File: src/rtl/cache_refill.sv
// cache_refill: on a cache miss, reads one line from memory one word at a time.
// It then writes the assembled {tag, data, valid} line into the cache with one strobe.
// If memory stalls too long, the refill is abandoned without a line write.
module cache_refill #(
  parameter int WORD_SIZE      = 32,
  parameter int INDEX_BITS     = 5,
  parameter int BLOCK_OFFSET   = 6,
  parameter int TAG_BITS       = 32 - INDEX_BITS - BLOCK_OFFSET,
  parameter int STATUS_BITS    = 1,
  parameter int LINE_LENGTH    = TAG_BITS + 8 * 2**BLOCK_OFFSET + STATUS_BITS,
  parameter int WORDS_PER_LINE = 2**BLOCK_OFFSET / 4,
  parameter int TIMEOUT_CYCLES = 255
) (
  input  logic                   clk,
  input  logic                   rst,
  input  logic                   miss_req,
  input  logic [31:0]            miss_addr,
  output logic                   busy,
  output logic                   mem_req,
  output logic [31:0]            mem_addr,
  input  logic                   mem_ready,
  input  logic [31:0]            mem_rdata,
  output logic                   full_line_wr,
  output logic [LINE_LENGTH-1:0] new_cache_line,
  output logic [31:0]            cache_addr,
  output logic                   refill_done,
  output logic                   refill_err
);

  localparam int DATA_BITS = 8 * 2**BLOCK_OFFSET;

  localparam logic [1:0] IDLE  = 2'd0;
  localparam logic [1:0] FETCH = 2'd1;
  localparam logic [1:0] FILL  = 2'd2;
  localparam logic [1:0] ERR   = 2'd3;

  localparam logic [31:0] ALIGN_MASK = 32'(2**BLOCK_OFFSET - 1);
  localparam logic [3:0]  LAST_WORD  = 4'(WORDS_PER_LINE - 1);
  localparam logic [7:0]  TMO_LIMIT  = 8'(TIMEOUT_CYCLES);

  logic [1:0]             state_q, state_d;
  logic [31:0]            base_q, base_d;
  logic [3:0]             cnt_q, cnt_d;
  logic [7:0]             tmo_q, tmo_d;
  logic [DATA_BITS-1:0]   buf_q, buf_d;

  // Output registers; their next values are decoded from the next state.
  // This makes every output change on the same edge as the state.
  logic                   busy_q, mem_req_q, flw_q, done_q, err_q;
  logic                   busy_d, mem_req_d, flw_d, done_d, err_d;
  logic [31:0]            mem_addr_q, mem_addr_d;
  logic [31:0]            caddr_q, caddr_d;
  logic [LINE_LENGTH-1:0] line_q, line_d;

  // Next-state logic: request capture, word collection, and stall timeout.
  always_comb begin
    state_d = state_q;
    base_d  = base_q;
    cnt_d   = cnt_q;
    tmo_d   = tmo_q;
    buf_d   = buf_q;
    case (state_q)
      IDLE: begin
        if (miss_req) begin
          base_d  = miss_addr & ~ALIGN_MASK;
          cnt_d   = '0;
          tmo_d   = '0;
          state_d = FETCH;
        end
      end
      FETCH: begin
        if (mem_ready) begin
          buf_d[cnt_q*WORD_SIZE +: WORD_SIZE] = mem_rdata;
          tmo_d = '0;
          if (cnt_q == LAST_WORD) state_d = FILL;
          else                    cnt_d   = cnt_q + 4'd1;
        end else begin
          tmo_d = tmo_q + 8'd1;
          if (tmo_d == TMO_LIMIT) state_d = ERR;
        end
      end
      FILL:    state_d = IDLE;
      ERR:     state_d = IDLE;
      default: state_d = IDLE;
    endcase
  end

  // Output decode from the next state.
  // The line and the cache address are updated only when entering FILL.
  always_comb begin
    busy_d     = (state_d != IDLE);
    mem_req_d  = (state_d == FETCH);
    mem_addr_d = (state_d == FETCH) ? base_d + 32'({cnt_d, 2'b00}) : '0;
    flw_d      = (state_d == FILL);
    done_d     = (state_q == FILL) && (state_d == IDLE);
    err_d      = (state_d == ERR);
    line_d     = line_q;
    caddr_d    = caddr_q;
    if (state_d == FILL) begin
      line_d  = {base_d[31 -: TAG_BITS], buf_d, STATUS_BITS'(1)};
      caddr_d = base_d;
    end
  end

  // Control state and output registers, with synchronous reset.
  always_ff @(posedge clk) begin
    if (rst) begin
      state_q    <= IDLE;
      base_q     <= '0;
      cnt_q      <= '0;
      tmo_q      <= '0;
      busy_q     <= 1'b0;
      mem_req_q  <= 1'b0;
      mem_addr_q <= '0;
      flw_q      <= 1'b0;
      done_q     <= 1'b0;
      err_q      <= 1'b0;
      caddr_q    <= '0;
      line_q     <= '0;
    end else begin
      state_q    <= state_d;
      base_q     <= base_d;
      cnt_q      <= cnt_d;
      tmo_q      <= tmo_d;
      busy_q     <= busy_d;
      mem_req_q  <= mem_req_d;
      mem_addr_q <= mem_addr_d;
      flw_q      <= flw_d;
      done_q     <= done_d;
      err_q      <= err_d;
      caddr_q    <= caddr_d;
      line_q     <= line_d;
    end
  end

  // Word buffer.
  // It has no reset because every word is written before the line is exposed.
  always_ff @(posedge clk) begin
    buf_q <= buf_d;
  end

  assign busy           = busy_q;
  assign mem_req        = mem_req_q;
  assign mem_addr       = mem_addr_q;
  assign full_line_wr   = flw_q;
  assign refill_done    = done_q;
  assign refill_err     = err_q;
  assign cache_addr     = caddr_q;
  assign new_cache_line = line_q;

endmodule

File: config.mk
export PLATFORM = sky130hd
export DESIGN_NAME = cache_refill
export DESIGN_NICKNAME = d
export VERILOG_FILES = /design/src/rtl/cache_refill.sv
export SDC_FILE = /design/constraint.sdc
export NUM_CORES = 2
export LEC_CHECK = 0
export ABC_AREA = 1
export CAP_MARGIN = 20
export CELL_PAD_IN_SITES_DETAIL_PLACEMENT = 1
export CELL_PAD_IN_SITES_GLOBAL_PLACEMENT = 1
export CORE_MARGIN = 8
export CORE_UTILIZATION = 30
export DETAILED_ROUTE_END_ITERATION = 7
export PLACE_DENSITY_LB_ADDON = 0.12
export SLEW_MARGIN = 30
export SYNTH_ARGS = -nofsm -noshare
export SYNTH_HDL_FRONTEND = slang
export SYNTH_SLANG_ARGS = --single-unit
File: constraint.sdc
create_clock -name clk -period 5.1 [get_ports clk]
set_input_delay 1.02 -clock clk [delete_from_list [all_inputs] [get_ports clk]]
set_output_delay 1.02 -clock clk [all_outputs]
set_load 0.01 [all_outputs]
==> flow_metrics.tcl <==
set metrics [dict create \
    status "finished clean" \
    boundaryPins 671 \
    cts_tree "built" \
    gp_congestion 0.833 \
    final-setup-viol-count 0 \
    vias_per_cell 4.66 \
    finalCritPeriodShare_pct 77.2 \
    placementRows 139 \
    power_density_nw_per_um2 364 \
    crit_chain "buf_4, nor3_1, ha_1, inv_1, nand3_4, nor2_1, nand2_2, inv_2, a21oi_1, o21bai_1, inv_1" \
    irDropWorstVdd_mv 0.221 \
    gr-usage-all-layers_pct 22.1 \
    min_path_type "register to register" \
    rr_endpoint "new_cache_line[469]$_SDFFE_PP0P_" \
    synthCells 5413 \
    drtPass1Iterations 5 \
    holdPathStages 2 \
    crit_slowest_cell "buf_4" \
    finalInstanceArea_um2 55900 \
    synth_fp_nets 5493 \
    vias 37058 \
    rsz0062_at_grt "no" \
    cts.sinks 1140 \
    worst_slack_ps 1160 \
    h-tree-depth 4 \
    period_minus_slack_ps 3940 \
    endpoint_kind "register" \
    tightestPinTransition_ps 1010 \
    final.setup.tns_ps 0 \
    drt_iter0_drc 1892 \
    place_inst 7693 \
    finClkSkew_ps 22.7 \
    cts-root-buf "clkbuf_16" \
    start_util_pct 30.1 \
    ys_ff_latch 1140 \
    r2r_cells 11 \
    syn_avg_cell_area_um2 7.94 \
    final_max_slew_viol_count 0 \
    syn_area_um2 43000 \
    final_antenna_net_count 0 \
    p_leak_nw 26.0 \
    crit_path_frequent_cell "inv_1" \
    die_w_um 395 \
    maxCapViolations 0 \
    nFillCells 16860 \
    portBuffers 664 \
    cpPeakStageDelay_ps 570 \
    whs_endpoint "buf_q[74]$_DFF_P_" \
    routedWlPerCell_um 22.5 \
    core_area_um2 143000 \
    critical_path_class "register to register" \
    place_area_um2 51200 \
    cp-start-kind "register" \
    yosysWarnings 0 \
    grt-ovfl-total 0 \
    crit_path_max_fanout 55 \
    whs_ps 442 \
    ys_seq_area_share_pct 53.1 \
    layout_commonest_cell "dfxtp_1" \
    drc 0 \
    min_from "buf_q[74]$_DFF_P_" \
    synth.distinct_cells 42 \
    clk_pin_slew_worst_paths_ps 60 \
    cts_hold_buffers 0 \
    cts_buffers 136 \
    cts_buffer_depth 3 \
    reg2reg_from "cnt_q[0]$_SDFF_PP0_" \
    grt_pass1_vias 36971 \
    mostFrequentLayoutCells "dfxtp_1, nand2_1, inv_1, clkdlybuf4s50_1, o21ai_0" \
    slew_headroom_pct 32.4 \
    grt_max_degree 213 \
    hpwl_mm 125 \
    area_delta_synth_final_pct 30.0 \
    worstPathRequired_ps 5740 \
    instances_no_fill 7944 \
    drive_gt1_share_pct 6.71 \
    fmax_ghz 0.254 \
    die_area_um2 156000 \
    rrSetupSlack_ps 1160 \
    antenna_found_initial 10 \
    routed_wl_mm 179 \
    post_cts_buffers 0 \
    hold_viol 0 \
    die_h_um 395 \
    critPathArrivalTime_ps 4580 \
    dp_slack_ps 539 \
    grt_pass1_wl_mm 260 \
    clock_latency_ps 760 \
    post_cts_resize_count 0 \
    final_nets 6010 \
]
## power by group
part	switching [mW]	total (mW)	leakage, nW	internal (mW)
combinational	0.814	1.10	14.6	0.282
sequential	0.0646	9.20	9.22	9.14
clock	3.96	10.0	2.28	6.08
total	4.84	20.3	26.0	15.5
## worst max-delay path by stage
stage,startpoint,slack [ps],end
finish,cnt_q[0]$_SDFF_PP0_,1160,new_cache_line[469]$_SDFFE_PP0P_
detailed placement,miss_req,540,mem_addr[22]$_SDFF_PP0_
CTS,cnt_q[0]$_SDFF_PP0_,1030,new_cache_line[469]$_SDFFE_PP0P_
global placement,miss_req,530,mem_addr[20]$_SDFF_PP0_
global route,cnt_q[1]$_SDFF_PP0_,850,mem_addr[20]$_SDFF_PP0_
floorplan,miss_req,1400,mem_addr[22]$_SDFF_PP0_
## synth_stat cells (all sizes together)
master  number  share of area, %
a21boi       4             0.070
a21oi      260               3.1
a22oi        1             0.017
a31oi        1             0.015
and2        21              0.31
buf        172               2.1
clkbuf     182               1.6
clkinv       3             0.026
dfxtp     1140                53
fa           1             0.047
ha          11              0.32
inv        889               7.8
mux2        31              0.81
nand2     1017               8.9
nand3      197               2.4
nand3b      11              0.19
nand4       28              0.42
nor2       292               2.6
nor3        19              0.31
nor4         1             0.015
o211ai     115               2.0
o21a       115               2.0
o21ai      650               7.6
o21bai     207               3.6
o22ai        5             0.073
or2         36              0.52
xor2         4             0.081
## worst max-delay path, delay by kind of cell (launching register included)
| kind | cells | cell delay, ps |
|---|---|---|
| flip-flops | 1 | 340 |
| buffers and inverters | 4 | 1480 |
| adder cells (fa/ha/maj) | 1 | 330 |
| AO/OA/AOI/OAI | 2 | 350 |
| AND/OR/NAND/NOR | 4 | 1290 |
## per-layer routing
| layer | track usage, % | vias up | wire length, µm |
|---|---|---|---|
| met5 | 0 | - | 27 |
| met4 | 5.54 | 4 | 4030 |
| met3 | 6.48 | 197 | 11600 |
| met2 | 35.9 | 741 | 81500 |
| met1 | 28.7 | 18015 | 81500 |
| li1 | - | 18101 | - |
## cell families (layout without fill, tap and decap cells)
kind of cell    after synthesis  in the layout  share of synthesized area, %
other cells                   0              3                             0
simple gates               1622           1622                          15.7
buf+inv                    1246           1871                          11.5
mux                          31             31                         0.812
flops                      1140           1140                          53.1
xor+xnor                      4              4                        0.0815
fa+ha+maj                    12             12                         0.367
compound gates             1358           1358                          18.4
## flip-flops by register name, indices dropped and copies added (netlist names)
name,cells
state_q,2
refill_err,1
buf_q,512
cache_addr,32
new_cache_line,513
refill_done,1
mem_addr,32
busy,1
cnt_q,4
tmo_q,8
full_line_wr,1
mem_req,1
base_q,32
## through the flow
stage,power (mW),util [%]
floorplan,9.99,-
global placement,10.5,35.8
detailed placement,10.5,35.8
CTS,20.7,39.1
global route,21.1,39.1
finish,20.3,39.1
## layout make-up
class | instances | area, µm² | area share, %
multi-input combinational | 3027 | 15300 | 27.4
tap | 1903 | 2380 | 4.26
sequential | 1140 | 22800 | 40.8
inverter | 892 | 3370 | 6.03
clock buffer | 214 | 4220 | 7.54
clock inverter | 32 | 422 | 0.754
antenna | 3 | 7.51 | 0.0134
timing repair buffer | 733 | 7370 | 13.2
Note: power is estimated with default switching activity, not from simulation.
